## src/rtl/dds_freq_meter.sv

```systemverilog
// dds_freq_meter
//   Measures the frequency of a 1-bit square wave and reports it as a 32-bit
//   DDS frequency tuning word. Rising edges are counted over a gate window of
//   2^GATE_LOG2 clk cycles. The gate is aligned to the first rising edge seen
//   after arming, so the tuning word is simply the edge count shifted left.
//   The clk-cycle period of the most recent full input cycle is also reported.
//
// Ports
//   clk        system clock (same clock as the DDS phase accumulator)
//   rst        synchronous active-high reset
//   start      one-cycle request for a single measurement; ignored while busy
//   continuous level; while high, measurements re-arm after every result
//   sig_in     measured square wave; may be asynchronous to clk
//   busy       high while a measurement is in progress (ARM, GATE, DONE)
//   valid      one-cycle pulse when the result outputs update
//   no_signal  last measurement timed out waiting for an arming edge
//   edge_cnt   rising edges counted in the last gate window
//   k_est      edge_cnt << (32-GATE_LOG2), truncated to 32 bits
//   period     clk cycles between the last two rising edges (saturating)
module dds_freq_meter #(
  parameter int GATE_LOG2 = 8,
  parameter int PER_W     = 32
) (
  input  logic                 clk,
  input  logic                 rst,
  input  logic                 start,
  input  logic                 continuous,
  input  logic                 sig_in,
  output logic                 busy,
  output logic                 valid,
  output logic                 no_signal,
  output logic [GATE_LOG2:0]   edge_cnt,
  output logic [31:0]          k_est,
  output logic [PER_W-1:0]     period
);

  typedef enum logic [1:0] {IDLE, ARM, GATE, DONE} state_t;

  localparam logic [GATE_LOG2-1:0] CNT_LAST = '1;
  localparam logic [PER_W-1:0]     PER_MAX  = '1;

  state_t                 state, state_nxt;
  logic                   s1, s2, s3;
  logic                   rise;
  logic [GATE_LOG2-1:0]   tmo_cnt;
  logic [GATE_LOG2-1:0]   gate_cnt;
  logic [GATE_LOG2:0]     edge_acc;
  logic                   to_flag;
  logic [PER_W-1:0]       per_cnt;
  logic [PER_W-1:0]       per_cap;
  logic [PER_W-1:0]       per_inc;
  logic [GATE_LOG2:0]     done_cnt;
  logic [31:0]            done_k;

  assign rise    = s2 & ~s3;
  assign busy    = (state != IDLE);
  assign per_inc = (per_cnt == PER_MAX) ? per_cnt : per_cnt + 1'b1;

  // Result values as loaded in DONE; a timeout forces a zero count.
  assign done_cnt = to_flag ? '0 : edge_acc;
  assign done_k   = {{(31-GATE_LOG2){1'b0}}, done_cnt} << (32 - GATE_LOG2);

  always_comb begin
    state_nxt = state;
    case (state)
      IDLE: if (start || continuous) state_nxt = ARM;
      ARM: begin
        if (rise)                    state_nxt = GATE;
        else if (tmo_cnt == CNT_LAST) state_nxt = DONE;
      end
      GATE: if (gate_cnt == CNT_LAST) state_nxt = DONE;
      DONE: state_nxt = continuous ? ARM : IDLE;
      default: state_nxt = IDLE;
    endcase
  end

  always_ff @(posedge clk) begin
    if (rst) begin
      state     <= IDLE;
      s1        <= 1'b0;
      s2        <= 1'b0;
      s3        <= 1'b0;
      tmo_cnt   <= '0;
      gate_cnt  <= '0;
      edge_acc  <= '0;
      to_flag   <= 1'b0;
      per_cnt   <= '0;
      per_cap   <= '0;
      valid     <= 1'b0;
      no_signal <= 1'b0;
      edge_cnt  <= '0;
      k_est     <= '0;
      period    <= '0;
    end else begin
      state <= state_nxt;
      s1    <= sig_in;
      s2    <= s1;
      s3    <= s2;
      valid <= 1'b0;

      // Period counter only runs while measuring and holds through DONE.
      if (state == ARM || state == GATE) begin
        if (rise) begin
          per_cap <= per_inc;
          per_cnt <= '0;
        end else begin
          per_cnt <= per_inc;
        end
      end else if (state == IDLE) begin
        per_cnt <= '0;
      end

      case (state)
        IDLE: tmo_cnt <= '0;
        ARM: begin
          tmo_cnt <= tmo_cnt + 1'b1;
          if (rise) begin
            gate_cnt <= '0;
            edge_acc <= '0;
          end else if (tmo_cnt == CNT_LAST) begin
            to_flag <= 1'b1;
          end
        end
        GATE: begin
          gate_cnt <= gate_cnt + 1'b1;
          if (rise) edge_acc <= edge_acc + 1'b1;
        end
        DONE: begin
          edge_cnt  <= done_cnt;
          k_est     <= done_k;
          period    <= to_flag ? '0 : per_cap;
          no_signal <= to_flag;
          valid     <= 1'b1;
          to_flag   <= 1'b0;
          tmo_cnt   <= '0;
        end
        default: ;
      endcase
    end
  end

endmodule

```

## config.mk

```make
export PLATFORM = sky130hd
export DESIGN_NAME = dds_freq_meter
export DESIGN_NICKNAME = d
export VERILOG_FILES = /design/src/rtl/dds_freq_meter.sv
export SDC_FILE = /design/constraint.sdc
export NUM_CORES = 1
export LEC_CHECK = 0
export BUFFER_PORTS_ARGS = -buffer_cell sky130_fd_sc_hd__buf_2
export CORE_ASPECT_RATIO = 2
export CORE_UTILIZATION = 45
export DETAILED_ROUTE_END_ITERATION = 8
export HOLD_SLACK_MARGIN = 0.06
export MAX_ROUTING_LAYER = met4
export PLACE_DENSITY = 0.72
export SYNTH_ARGS = -nofsm -noshare
export SYNTH_HDL_FRONTEND = slang
export SYNTH_SLANG_ARGS = --single-unit
```

## constraint.sdc

```tcl
create_clock -name clk -period 2.7 [get_ports clk]
set_input_delay 0.81 -clock clk [delete_from_list [all_inputs] [get_ports clk]]
set_output_delay 0.81 -clock clk [all_outputs]
set_load 0.005 [all_outputs]
```

==> summary.log <==
[timing] Fin Clk Skew 0.0116 ns
[placement] weighted congestion at the end of routability-driven global placement 1.01
[critical_path] reg-to-reg setup timing slack 0.29 ns
[status] result of the run finished, final reports clean
[routing] detailed router's first-iteration violation count 425
[hold_path] hold_sp s1$_SDFF_PP0_
[grt] overflow left after global routing 0
[timing] number of slew-limit violations in the final report 0
[finish] Layout Utilization 0.537
[grt] via count of the first global-routing pass 5396
[die] vertical die dimension 172 um
[die] I/O pin total 81
[timing] slew at the pin closest to its max-slew limit 0.726 ns
[critical_path] maximum fanout encountered on the critical timing path 9
[timing] Setup-failing EPs final 0
[cts] total of hold buffers inserted after clock tree synthesis 0
[routing] DR pass1 iterations 5
[critical_path] required time of the critical path 3.01 ns
[pwr] PwrDens 705 mW/mm2
[hold_path] worst hold endpoint s2$_SDFF_PP0_
[cts] number of sinks handled by clock tree synthesis 138
[yosys] top_reg_cell synth sky130_fd_sc_hd__dfxtp_1
[yosys] Mapped Avg Cell Area 9.06 um2
[critical_path] CP Launch Type flip-flop
[routing] wire length after detailed routing 16.4 mm
[timing] maximum clock rate 416 MHz
[die] starting density of the core 0.464
[pwr] Leakage 2.86 nW
[critical_path] Reg2Reg Depth 5
[critical_path] end of the worst register-to-register path per_cnt[2]$_SDFFE_PP0P_
[cts] CTS clk-pin slew, worst paths 0.06 ns
[timing] period utilization 0.891
[grt] GRT Overall Usage 0.238
[finish] filler cell count in the final layout 1267
[hold_path] worst hold stages 1
[yosys] sequential area share after synthesis 0.426
[run] max-cap check violation count 0
[cts] PostCTS Resize Cnt 0
[grt] first-pass GRT wire length 26.6 mm
[critical_path] startpoint of the lowest-slack register-to-register path per_cnt[18]$_SDFFE_PP0P_
[yosys] biggest area consumer among synthesized cells sky130_fd_sc_hd__dfxtp_1
[cts] cts bufs inserted 17
[yosys] Area contributors post-synth sky130_fd_sc_hd__dfxtp_1, sky130_fd_sc_hd__a22o_1, sky130_fd_sc_hd__buf_4, sky130_fd_sc_hd__nor2_1, sky130_fd_sc_hd__a21oi_1
[cts] Skew-Pair Late Insertion Delay 0.42 ns
[timing] setup TNS 0 ns
[timing] count of endpoints failing hold in the final timing report 0
[finish] Diodes inserted 0
[routing] final antenna-violating net count 0
[critical_path] element type at the critical path end flip-flop
[cts] H-tree levels 4
[hold_path] type of the worst min-delay path reg -> reg
[yosys] number of enable-type register cells in the synthesized netlist 0
[cts] deepest clock path buffer count 2
[yosys] synth unique cells 67
[die] Die ar. 0.0149 mm2
[routing] DR DRC count 0
[pwr] maximum vdd ir drop 0.000352 V
[die] Std-Cell Core Area 0.0140 mm2
[die] die extent in x 86.9 um
[yosys] total of warnings raised by yosys 0
[yosys] proportion of netlist area held by the largest area contributor 0.426
[finish] layout net count 777
[die] Cell Rows 61
[yosys] flop and latch count out of synthesis 138
[timing] shortest clock period the worst path allows after layout 2.41 ns
[yosys] Mapped Area 0.00649 mm2
[yosys] most frequent cells after synthesis sky130_fd_sc_hd__dfxtp_1, sky130_fd_sc_hd__nor2_1, sky130_fd_sc_hd__a22o_1
[placement] count of port buffers added during placement 56
[yosys] post-synthesis cell count 716
[grt] initial antenna violation count 0
[yosys] most common cell in the netlist sky130_fd_sc_hd__dfxtp_1
[timing] Worst slew margin 0.516
[critical_path] signal arrival time at the worst endpoint 2.72 ns
[finish] area added between synthesis and finish 15.6%
[yosys] proportion of register bits with asynchronous set or reset after synthesis 0
[pwr] total design power 5.29 mW
[cts] buffers inserted by post-CTS timing repair 0
[timing] setup repair after global routing missed its margin false
[critical_path] class of the most critical setup path reg -> reg
[placement] Post-DP HPWL 11.9 mm
[cts] clock tree from TritonCTS yes
[grt] largest net degree at the start of global routing 39
[routing] vias per cell 5.74
[routing] per-cell routed wire length 17.0 um
[cts] Root Buffer sky130_fd_sc_hd__clkbuf_16
[finish] ratio of cells with drive above 1 in the final layout 0.180
[routing] count of vias placed by the detailed router 5535
worst max-delay path: stages, from the launching register on:
cell	delay [ns]
sky130_fd_sc_hd__dfxtp_1	0.49
sky130_fd_sc_hd__nand4_2	0.27
sky130_fd_sc_hd__or4_1	0.72
sky130_fd_sc_hd__nor3_4	0.44
sky130_fd_sc_hd__nor4b_1	0.11
sky130_fd_sc_hd__a211o_1	0.27
power breakdown:
group	total, mW	internal [mW]	switching [mW]
Combinational	0.674	0.233	0.441
Sequential	2.20	2.13	0.0690
Clock	2.42	1.47	0.948
metal layers:
metal / share of wire / wire length (um) / track usage
met1: 0.38 / 6230 / 0.235
met2: 0.54 / 8880 / 0.429
met3: 0.037 / 610 / 0.0470
met4: 0.042 / 681 / 0.126
met5: 0 / 0 / -
layout by cell type, fill, tap and decap left out, types with 7 or more instances in the layout:
cell                        netlist  final
sky130_fd_sc_hd__dfxtp_1        138    138
sky130_fd_sc_hd__buf_2            6     56
sky130_fd_sc_hd__nor2_1          54     52
sky130_fd_sc_hd__a22o_1          42     42
sky130_fd_sc_hd__nand2_1         40     40
sky130_fd_sc_hd__a21oi_1         36     36
sky130_fd_sc_hd__o21ai_0         36     36
sky130_fd_sc_hd__nand3_1         27     27
sky130_fd_sc_hd__buf_4           33     26
sky130_fd_sc_hd__nor3_1          24     24
sky130_fd_sc_hd__conb_1           1     24
sky130_fd_sc_hd__inv_1           18     18
sky130_fd_sc_hd__xnor2_1         18     18
sky130_fd_sc_hd__clkbuf_16        0     17
sky130_fd_sc_hd__nand4_1         16     16
sky130_fd_sc_hd__nor4_1          16     16
sky130_fd_sc_hd__a31oi_1         13     13
sky130_fd_sc_hd__o211ai_1        12     12
sky130_fd_sc_hd__or3_1           12     12
sky130_fd_sc_hd__xor2_1          11     11
sky130_fd_sc_hd__nand2b_1        10     10
sky130_fd_sc_hd__and3_1           9      9
sky130_fd_sc_hd__ha_1             9      9
sky130_fd_sc_hd__a211o_1          7      7
sky130_fd_sc_hd__a211oi_1         7      7
registers in the layout, indices dropped and copies added (netlist names), 2 cells and up:
signal / count
edge_acc: 9
edge_cnt: 9
gate_cnt: 8
per_cap: 32
per_cnt: 32
period: 32
state: 2
tmo_cnt: 8
layout make-up:
| class | instances | area, um2 | area share |
|---|---|---|---|
| Tap cell | 189 | 236 | 0.0315 |
| Multi-Input combinational cell | 504 | 3300 | 0.440 |
| Timing Repair Buffer | 84 | 515 | 0.0688 |
| Inverter | 18 | 67.6 | 0.00901 |
| Clock buffer | 17 | 425 | 0.0567 |
| Clock inverter | 15 | 189 | 0.0252 |
| Sequential cell | 138 | 2760 | 0.368 |
metrics by stage:
step	instances	worst slack, ns	hold WS [ns]	instance area (um2)
floorplan	739	0.388	0.414	6570
global placement	933	0.389	0.423	6880
detailed placement	933	0.338	0.424	6880
CTS	965	0.311	0.451	7500
global route	965	0.0752	0.477	7500
finish	965	0.293	0.448	7500
worst max-delay path by stage:
stage | to | start
finish | per_cnt[2]$_SDFFE_PP0P_ | per_cnt[18]$_SDFFE_PP0P_
global route | per_cap[3]$_SDFFE_PP0P_ | per_cnt[0]$_SDFFE_PP0P_
CTS | per_cnt[2]$_SDFFE_PP0P_ | per_cnt[19]$_SDFFE_PP0P_
detailed placement | per_cnt[2]$_SDFFE_PP0P_ | per_cnt[18]$_SDFFE_PP0P_
global placement | per_cap[3]$_SDFFE_PP0P_ | per_cnt[0]$_SDFFE_PP0P_
floorplan | per_cnt[20]$_SDFFE_PP0P_ | rst
cells by family (layout without fill, tap and decap cells):
kind of cell,after synthesis,in the layout,synth area share
buffers and inverters,97,134,0.0793
xor gates and xnor gates,29,29,0.0392
and+or+nand+nor,247,247,0.211
adders and majority gates,9,9,0.0174
other,1,24,0.000578
AOI/OAI and AO/OA,189,189,0.217
muxes,6,6,0.00926
DFF,138,138,0.426
Power figures use the tool's default switching activity.
